**config.mk**
```make
export PLATFORM = sky130hd
export DESIGN_NAME = dmem_lsu
export DESIGN_NICKNAME = d
export VERILOG_FILES = /design/src/rtl/dmem_pkg.sv /design/src/rtl/dmem_lane_align.sv /design/src/rtl/dmem_lsu.sv
export SDC_FILE = /design/constraint.sdc
export NUM_CORES = 2
export LEC_CHECK = 0
export CELL_PAD_IN_SITES_DETAIL_PLACEMENT = 0
export CELL_PAD_IN_SITES_GLOBAL_PLACEMENT = 1
export CORE_MARGIN = 4
export CORE_UTILIZATION = 58
export DETAILED_ROUTE_END_ITERATION = 6
export GPL_ROUTABILITY_DRIVEN = 1
export MAX_ROUTING_LAYER = met4
export PLACE_DENSITY = 0.94
export SYNTH_ARGS = -nofsm -noshare
export SYNTH_HDL_FRONTEND = slang
export SYNTH_SLANG_ARGS = --single-unit
```
**constraint.sdc**
```tcl
create_clock -name clk -period 18.1 [get_ports clk]
set_input_delay 5.43 -clock clk [delete_from_list [all_inputs] [get_ports clk]]
set_output_delay 5.43 -clock clk [all_outputs]
set_load 0.005 [all_outputs]
```
**src/rtl/dmem_pkg.sv**
```systemverilog
// dmem_pkg: shared definitions for the dmem_lsu slice.
//   - RV32I load/store funct3 codes
//   - FSM state encoding
//   - captured request record
//   - is_legal_access(): fault check applied to a captured request
package dmem_pkg;

  localparam logic [2:0] F3_B  = 3'b000;
  localparam logic [2:0] F3_H  = 3'b001;
  localparam logic [2:0] F3_W  = 3'b010;
  localparam logic [2:0] F3_BU = 3'b100;
  localparam logic [2:0] F3_HU = 3'b101;

  typedef enum logic [1:0] {S_INIT, S_IDLE, S_WAIT, S_RESP} state_t;

  typedef struct packed {
    logic        we;
    logic [2:0]  funct3;
    logic [31:0] addr;
    logic [31:0] wdata;
  } lsu_req_t;

  // 1 when the access has a defined width for its direction, is naturally
  // aligned and its word index lies inside the array (no wrap-around).
  function automatic logic is_legal_access(input logic we, input logic [2:0] f3,
                                           input logic [31:0] addr,
                                           input int unsigned depth);
    logic ok;
    ok = 1'b1;
    case (f3)
      F3_B:    ok = 1'b1;
      F3_H:    ok = !addr[0];
      F3_W:    ok = (addr[1:0] == 2'b00);
      F3_BU:   ok = !we;
      F3_HU:   ok = !we && !addr[0];
      default: ok = 1'b0;
    endcase
    if ({2'b00, addr[31:2]} >= depth) ok = 1'b0;
    return ok;
  endfunction

endpackage

```
**src/rtl/dmem_lane_align.sv**
```systemverilog
// dmem_lane_align: combinational byte-lane steering for one 32-bit word.
//   funct3 : access width / extension
//   lane   : addr[1:0] of the access
//   wdata  : right-justified store data
//   rword  : current contents of the addressed word
//   wword  : rword with the store's bytes merged in
//   rdata  : load value, lane-selected and sign/zero-extended
module dmem_lane_align
  import dmem_pkg::*;
(
  input  logic [2:0]  funct3,
  input  logic [1:0]  lane,
  input  logic [31:0] wdata,
  input  logic [31:0] rword,
  output logic [31:0] wword,
  output logic [31:0] rdata
);

  logic [3:0]  be;
  logic [31:0] sdata;
  logic [31:0] shifted;

  // Store data is replicated across lanes so each enabled byte sees its value.
  always_comb begin
    be    = 4'b1111;
    sdata = wdata;
    case (funct3[1:0])
      2'b00: begin
        be    = 4'b0001 << lane;
        sdata = {4{wdata[7:0]}};
      end
      2'b01: begin
        be    = lane[1] ? 4'b1100 : 4'b0011;
        sdata = {2{wdata[15:0]}};
      end
      default: begin
        be    = 4'b1111;
        sdata = wdata;
      end
    endcase
  end

  for (genvar i = 0; i < 4; i++) begin : g_lane
    assign wword[8*i +: 8] = be[i] ? sdata[8*i +: 8] : rword[8*i +: 8];
  end

  assign shifted = rword >> {lane, 3'b000};

  always_comb begin
    case (funct3[1:0])
      2'b00:   rdata = funct3[2] ? {24'b0, shifted[7:0]}
                                 : {{24{shifted[7]}}, shifted[7:0]};
      2'b01:   rdata = funct3[2] ? {16'b0, shifted[15:0]}
                                 : {{16{shifted[15]}}, shifted[15:0]};
      default: rdata = rword;
    endcase
  end

endmodule

```
**src/rtl/dmem_lsu.sv**
```systemverilog
// dmem_lsu: byte-addressable data memory behind an RV32I load/store port.
//   clk, reset            : clock, synchronous active-high reset
//   req_valid/req_ready   : request handshake (one outstanding request)
//   req_we/funct3/addr/wdata : request fields
//   rsp_valid             : one-cycle response strobe
//   rsp_rdata / rsp_err   : load result / fault flag, registered at commit
// After reset the array is cleared by a one-word-per-cycle sweep before the
// port opens. WAIT_STATES adds cycles between accept and commit.
module dmem_lsu
  import dmem_pkg::*;
#(
  parameter int DEPTH_WORDS = 64,
  parameter int WAIT_STATES = 0
) (
  input  logic        clk,
  input  logic        reset,
  input  logic        req_valid,
  output logic        req_ready,
  input  logic        req_we,
  input  logic [2:0]  req_funct3,
  input  logic [31:0] req_addr,
  input  logic [31:0] req_wdata,
  output logic        rsp_valid,
  output logic [31:0] rsp_rdata,
  output logic        rsp_err
);

  localparam int AW = $clog2(DEPTH_WORDS);
  localparam logic [3:0] WAIT_LD = (WAIT_STATES > 0) ? 4'(WAIT_STATES - 1) : 4'd0;

  state_t      state;
  logic [AW-1:0] cnt;
  logic [3:0]  wcnt;
  lsu_req_t    cap;
  lsu_req_t    acc;
  logic [31:0] mem [DEPTH_WORDS];

  logic          commit;
  logic          acc_ok;
  logic [AW-1:0] acc_idx;
  logic [31:0]   wword;
  logic [31:0]   lval;

  // With no wait states the access commits on the accept edge, so the live
  // request is used; otherwise the captured copy drives the access.
  assign acc = (state == S_IDLE) ? lsu_req_t'{we: req_we, funct3: req_funct3,
                                               addr: req_addr, wdata: req_wdata}
                                 : cap;
  assign commit = (state == S_IDLE) ? (req_valid && (WAIT_STATES == 0))
                                    : ((state == S_WAIT) && (wcnt == 4'd0));
  assign acc_ok  = is_legal_access(acc.we, acc.funct3, acc.addr, DEPTH_WORDS);
  assign acc_idx = acc.addr[AW+1:2];

  dmem_lane_align u_align (
    .funct3 (acc.funct3),
    .lane   (acc.addr[1:0]),
    .wdata  (acc.wdata),
    .rword  (mem[acc_idx]),
    .wword  (wword),
    .rdata  (lval)
  );

  // Storage has no reset of its own; the INIT sweep clears it. A reset on the
  // commit edge suppresses the write.
  always_ff @(posedge clk) begin
    if (!reset) begin
      if (state == S_INIT)
        mem[cnt] <= '0;
      else if (commit && acc.we && acc_ok)
        mem[acc_idx] <= wword;
    end
  end

  always_ff @(posedge clk) begin
    if (reset) begin
      state     <= S_INIT;
      cnt       <= '0;
      wcnt      <= '0;
      cap       <= '0;
      req_ready <= 1'b0;
      rsp_valid <= 1'b0;
      rsp_rdata <= '0;
      rsp_err   <= 1'b0;
    end else begin
      rsp_valid <= 1'b0;
      if (commit) begin
        rsp_err   <= !acc_ok;
        rsp_rdata <= (acc_ok && !acc.we) ? lval : '0;
      end
      case (state)
        S_INIT: begin
          cnt <= cnt + 1'b1;
          if (cnt == AW'(DEPTH_WORDS - 1)) begin
            state     <= S_IDLE;
            req_ready <= 1'b1;
          end
        end
        S_IDLE: begin
          if (req_valid) begin
            cap       <= acc;
            req_ready <= 1'b0;
            if (WAIT_STATES > 0) begin
              state <= S_WAIT;
              wcnt  <= WAIT_LD;
            end else begin
              state     <= S_RESP;
              rsp_valid <= 1'b1;
            end
          end
        end
        S_WAIT: begin
          if (wcnt == 4'd0) begin
            state     <= S_RESP;
            rsp_valid <= 1'b1;
          end else begin
            wcnt <= wcnt - 1'b1;
          end
        end
        S_RESP: begin
          state     <= S_IDLE;
          req_ready <= 1'b1;
        end
        default: state <= S_INIT;
      endcase
    end
  end

endmodule

```
### Word level (Yosys, flattened, before mapping)

Memory sizes are Yosys's and may differ from the RTL's.
Index checks and enable logic that the tools add are counted.
W data, S select, Z words.

| storage, ports and cells | value |
|---|---|
| memories | 1 |
| output and inout port bits | 35 |
| bits in registers | 115 |
| RAM bits | 2,048 |
| logic and storage cells | 84 |

Memories:

| memory | depth | width | rd ports | clocked after memory_dff | write ports | RTL line | source |
|---|---|---|---|---|---|---|---|
| mem | 64 | 32 | 1 | 0 | 1 | dmem_lsu.sv:36 | `logic [31:0] mem [DEPTH_WORDS];` |

| operators by class | value |
|---|---|
| $add $sub $neg | 2 |
| mux-type cells | 35 |
| reduce and logical (&&, ||, !) cells | 19 |
| order comparisons | 1 |
| bitwise operators | 1 |
| shift-type cells | 2 |
| equality and inequality tests | 12 |

Operators by type and width:

| cell | count |
|---|---|
| $mux W32 | 4 |
| $pmux W32 S2 | 2 |
| $mux W68 | 1 |
| $mux W8 | 4 |
| $reduce_or A32 Y1 | 1 |
| $shr A32 B5 Y16 | 1 |
| $ge A30 B7 Y1 const B | 1 |
| $mux W1 | 14 |
| $pmux W2 S4 | 1 |
| $pmux W4 S2 | 1 |
| $add A6 B1 Y6 const B | 1 |
| $eq A3 B3 Y1 const B | 2 |
| $eq A6 B6 Y1 const B | 1 |
| $logic_not A2 Y1 | 3 |
| $mux W2 | 3 |
| $mux W6 | 1 |
| $reduce_and A3 Y1 | 2 |
| $logic_and A1 B1 Y1 | 5 |
| $pmux W1 S5 | 1 |
| $eq A2 B1 Y1 const B | 2 |
| $eq A2 B2 Y1 const B | 2 |
| $logic_not A4 Y1 | 1 |
| $mux W4 | 1 |
| $ne A2 B1 Y1 const B | 2 |
| 12 further kinds | 15 |

### Longest topological paths before layout

| depth | value |
|---|---|
| depth after elaboration | 13 |
| mapped depth | 19 |
| depth with buffers taken out | 12 |

### Modules after synthesis

Synthesis repeated with hierarchy kept, for this count alone.

| second synthesis, totals | value |
|---|---|
| cell total of the unflattened synthesis | 4,716 |
| area, all modules | 85,141.7 um2 |

By module, submodules not included:

| module | area each (um2) | instances | cells each |
|---|---|---|---|
| dmem_lsu | 83,613.9 | 1 | 4,465 |
| dmem_lane_align | 1,527.7 | 1 | 251 |

### Worst setup path after synthesis

Ideal clock, no wire load.

| path | value |
|---|---|
| kind | input -> register |
| start | input port req_funct3[1] |
| end | memory mem[0][31], data pin |
| stages on the path | 10 |
| arrival | 12.874 ns |
| path buffers | 3 |
| library setup time | 1.289 ns |
| setup slack | 3.937 ns |
| cell sequence | clkbuf_1 > mux2_2 > a31oi_1 > a2bb2oi_1 > nor2_1 > nand4_1 > or4_1 > clkbuf_1 > clkbuf_1 > a2111oi_0 |

| between the ends | value |
|---|---|
| cells in the longest elaborated chain, start to end | 11 |
| elaborated cells on any way between the ends | 20 |

RTL lines:

| item | RTL line | source |
|---|---|---|
| from (decl) | dmem_lsu.sv:20 | `input logic [2:0] req_funct3,` |
| $mux W68 (*) | dmem_lsu.sv:46 | `assign acc = (state == S_IDLE) ? lsu_req_t'{we: req_we, funct3: req_funct3,` |
| $eq A3 B3 Y1, or another cell as far along | dmem_pkg.sv:30 | `case (f3)` |
| $pmux W1 S5 | dmem_pkg.sv:30 |  |
| $mux W1 | dmem_pkg.sv:38 | `if ({2'b00, addr[31:2]} >= depth) ok = 1'b0;` |
| $logic_and A1 B1 Y1 | dmem_lsu.sv:69 | `else if (commit && acc.we && acc_ok)` |
| $mux W1 | dmem_lsu.sv:69 |  |
| $mux W1 | dmem_lsu.sv:67 | `if (state == S_INIT)` |
| $mux W1 | dmem_lsu.sv:66 | `if (!reset) begin` |
| $mux W1 (implied by the code) | dmem_lsu.sv:70 | `mem[acc_idx] <= wword;` |
| $reduce_or A32 Y1 (no line) | n/a |  |
| $mux W32 (no line) (*) | n/a |  |
| to (decl) | dmem_lsu.sv:36 |  |

Mark *: on every way between the ends. The rest lies on a longest branch, timed or not.

### Final worst setup path

| path | value |
|---|---|
| start | input port req_addr[2] |
| end | memory mem[63][16], data pin |

| between the ends | value |
|---|---|
| cells in the longest elaborated chain, start to end | 10 |
| elaborated cells on any way between the ends | 12 |

RTL lines:

| item | RTL line | source |
|---|---|---|
| from (decl) | dmem_lsu.sv:21 | `input logic [31:0] req_addr,` |
| $mux W68 (*) | dmem_lsu.sv:46 |  |
| $ge A30 B7 Y1 | dmem_pkg.sv:38 |  |
| $mux W1 | dmem_pkg.sv:38 |  |
| $logic_and A1 B1 Y1 | dmem_lsu.sv:69 |  |
| $mux W1 | dmem_lsu.sv:69 |  |
| $mux W1 | dmem_lsu.sv:67 |  |
| $mux W1 | dmem_lsu.sv:66 |  |
| $mux W1 (implied by the code) | dmem_lsu.sv:70 |  |
| $reduce_or A32 Y1 (no line) | n/a |  |
| $mux W32 (no line) (*) | n/a |  |

Marked as above.

==> results.txt <==
status - completed
sum of buffers and inverters on the critical path - 3
Critical Path AT - 11.50 ns
worst ir drop on vdd - 91.6 µV
largest cells by area after synthesis - edfxtp_1 70%, mux4_2 7.7%, nand2_1 3.2%
post-synthesis net count - 5561
RSZ-0062 raised after global routing - no
final count of hold timing violations - 0
final WL - 281 mm
final setup vio count - 0
multiplexer area fraction after synthesis - 0.0985
worst setup margin - 7.03 ns
crit end category - flip-flop
Period Utilization, post-route - 0.611
Seq/Total Area, Yosys - 0.726
# rows - 142
post-synthesis compound-gate area fraction - 0.0763
max cap viols - 0
CTS Buf Count - 200
slew at the pin closest to its max-slew limit - 1.40 ns
CP cell instances - buf_2, mux2_8, buf_12, buf_4, nand2_1, nand3_1, a32oi_1, o2111ai_1, o21ai_0, nor3_1, mux2i_1, nor2_4
initial drt markers - 11100
area grow syn2layout - 12.1%
Post-synth top cells - 2048 x edfxtp_1, 739 x nand2_1, 301 x mux4_2
nets@finish - 5692
Yosys reg bits - 2163
minimum clock period - 11.07 ns
PnR Total Power - 12.4 mW
Slew Limit Fails - 0
Worst setup SP type - input port
placed insts - 7426
Skew-Pair Late Insertion Delay - 0.86 ns
Die Width - 397 µm
Avg WL per Cell - 36.0 µm
Reg clk slew, reported paths - 0.06 ns
slew margin rel. - 0.0584
Post-synth EDFFs - 2048
combinational family with the most area after synthesis - multiplexers
Mapped Cells - 5483
Ys Warns - 0
Post-Syn Area - 87900 µm²
dpl ws - 6.54 ns
critical path's top delay family - buffers and inverters
ANT nets after route - 0
leakage - 34.6 nW
total number of vias - 56800
adder-cell share of the synthesized area - 0.000997
Max clock buf depth - 3
Starting Density - 0.585
total gr overflow - 0
Synth top area share - 0.700
H-tree levels - 4
Yosys top cell by area - edfxtp_1
CTS tree - built
Ports - 106
Buffers on Ports - 105
fin cells - 7804
total setup buffers inserted after CTS - 0
power density cells - 126 nW/µm²
Crit Path Class - input port to flip-flop
clock skew - 0.0426 ns
Die ar. - 158000 µm²
Fmax - 90.4 MHz
DP Wirelength - 149 mm
DIE HEIGHT - 397 µm
Simple-Gate Fraction of Synth Area - 0.0728
drt pass-1 iters - 6
Synth Area in XOR/XNOR - 0.000698
largest net degree at the start of global routing - 143
syn_area_per_cell - 16.0 µm²
fraction of layout cells with a size suffix above 1 - 0.166
R2R Setup Slk - 10.57 ns
routability cong. - 0.965
first-pass GRT wire length - 399 mm
gr usage total - 0.366
initial antenna violation count - 6
hold_buf cts - 0
Sink Count - 2163
Clock Root Buffer - clkbuf_16
WHS - 0.454 ns
number of global-route vias before repair - 55100
Largest stage delay, worst path - 1.01 ns
top-count cell post-synth - edfxtp_1
Yosys cell types - 101
Vias/cell - 7.27
setup TNS - 0 ns
worst-path fanout max - 133
core area - 150000 µm²
DRC Markers - 0
Worst EP required - 18.54 ns
asr flop ratio synth - 0
hold crit path type - flip-flop to flip-flop
CTS resizes - 0
crit path max-delay cell type - nor2_4
Top FF cell, synth - edfxtp_1
==> worst register-to-register path, stage by stage (launching register included) <==
cell       delay (ns)
dfxtp_1          0.34
inv_1            0.12
ha_4             0.51
buf_4            0.60
mux2_8           0.71
buf_12           0.68
buf_4            1.08
nand2_1          0.19
nand3_1          0.18
a32oi_1          0.15
o2111ai_1        0.51
o21ai_0          0.29
nor3_1           0.49
mux2i_1          0.25
nor2_4           1.01
==> layer usage <==
layer  GRT usage  vias to the layer above  wire length, µm  share of wire
li1            -                    22000                -              -
met1       0.457                    27600            86200           0.31
met2       0.521                     5704           124000           0.44
met3       0.108                     1463            46600           0.17
met4       0.247                        0            24500          0.087
met5           -                        -                0              0
==> through the flow <==
step | utilization | cell area [µm²]
CTS | 0.656 | 98400
global placement | 0.612 | 91800
global route | 0.656 | 98500
floorplan | - | 87900
finish | 0.656 | 98500
detailed placement | 0.612 | 91800
==> sequential cells by signal, summed over array words and instances (netlist names) <==
name,count
mem,2048
cap,68
rsp_rdata,32
cnt,6
wcnt,4
state,2
req_ready,1
rsp_err,1
rsp_valid,1
==> cells in the final DEF, fill, tap and decap left out, types with 54 or more instances in the layout <==
cell and count:
edfxtp_1 2048, o22ai_1 67, a21oi_1 184, a211oi_1 54, mux4_2 301, clkdlybuf4s50_1 102
nor2_4 92, nand2_1 738, nand3_1 246, clkbuf_16 201, a221oi_1 55, nor2_1 162
o21ai_0 173, mux2i_1 158, dfxtp_1 114, buf_4 171, o211ai_1 62
==> power breakdown <==
| part | internal, mW | total, mW | leakage (nW) | switching (mW) |
|---|---|---|---|---|
| logic | 0.750 | 2.64 | 6.95 | 1.89 |
| clock network | 2.39 | 4.27 | 3.21 | 1.88 |
| registers | 5.47 | 5.51 | 24.4 | 0.0348 |
==> path summary, 6_finish.rpt <==
| kind | to | from | cells past startpoint |
|---|---|---|---|
| max | mem[63][16] | req_addr[2] | 12 |
| min | cap[49] | cap[49] | 2 |
| max reg2reg | mem[63][16] | state[1] | 14 |
| min reg2reg | cap[49] | cap[49] | 2 |
==> kinds of logic after synthesis <==
kind of cell,count (synthesis)
AO/OA/AOI/OAI,968
XOR/XNOR,7
adder cells (fa/ha/maj),7
buffers and inverters,386
flip-flops,2163
multiplexers,483
AND/OR/NAND/NOR,1469
==> layout make-up <==
type,instances,area [µm²]
Antenna cell,6,15.0
Clock buffer,230,5140
Clock inverter,140,1450
Fill cell,9491,51600
Inverter,29,109
Multi-Input combinational cell,2934,22900
Sequential cell,2163,63800
Tap cell,2016,2520
Timing Repair Buffer,286,2530
Note: power is estimated with default switching activity, not from simulation.
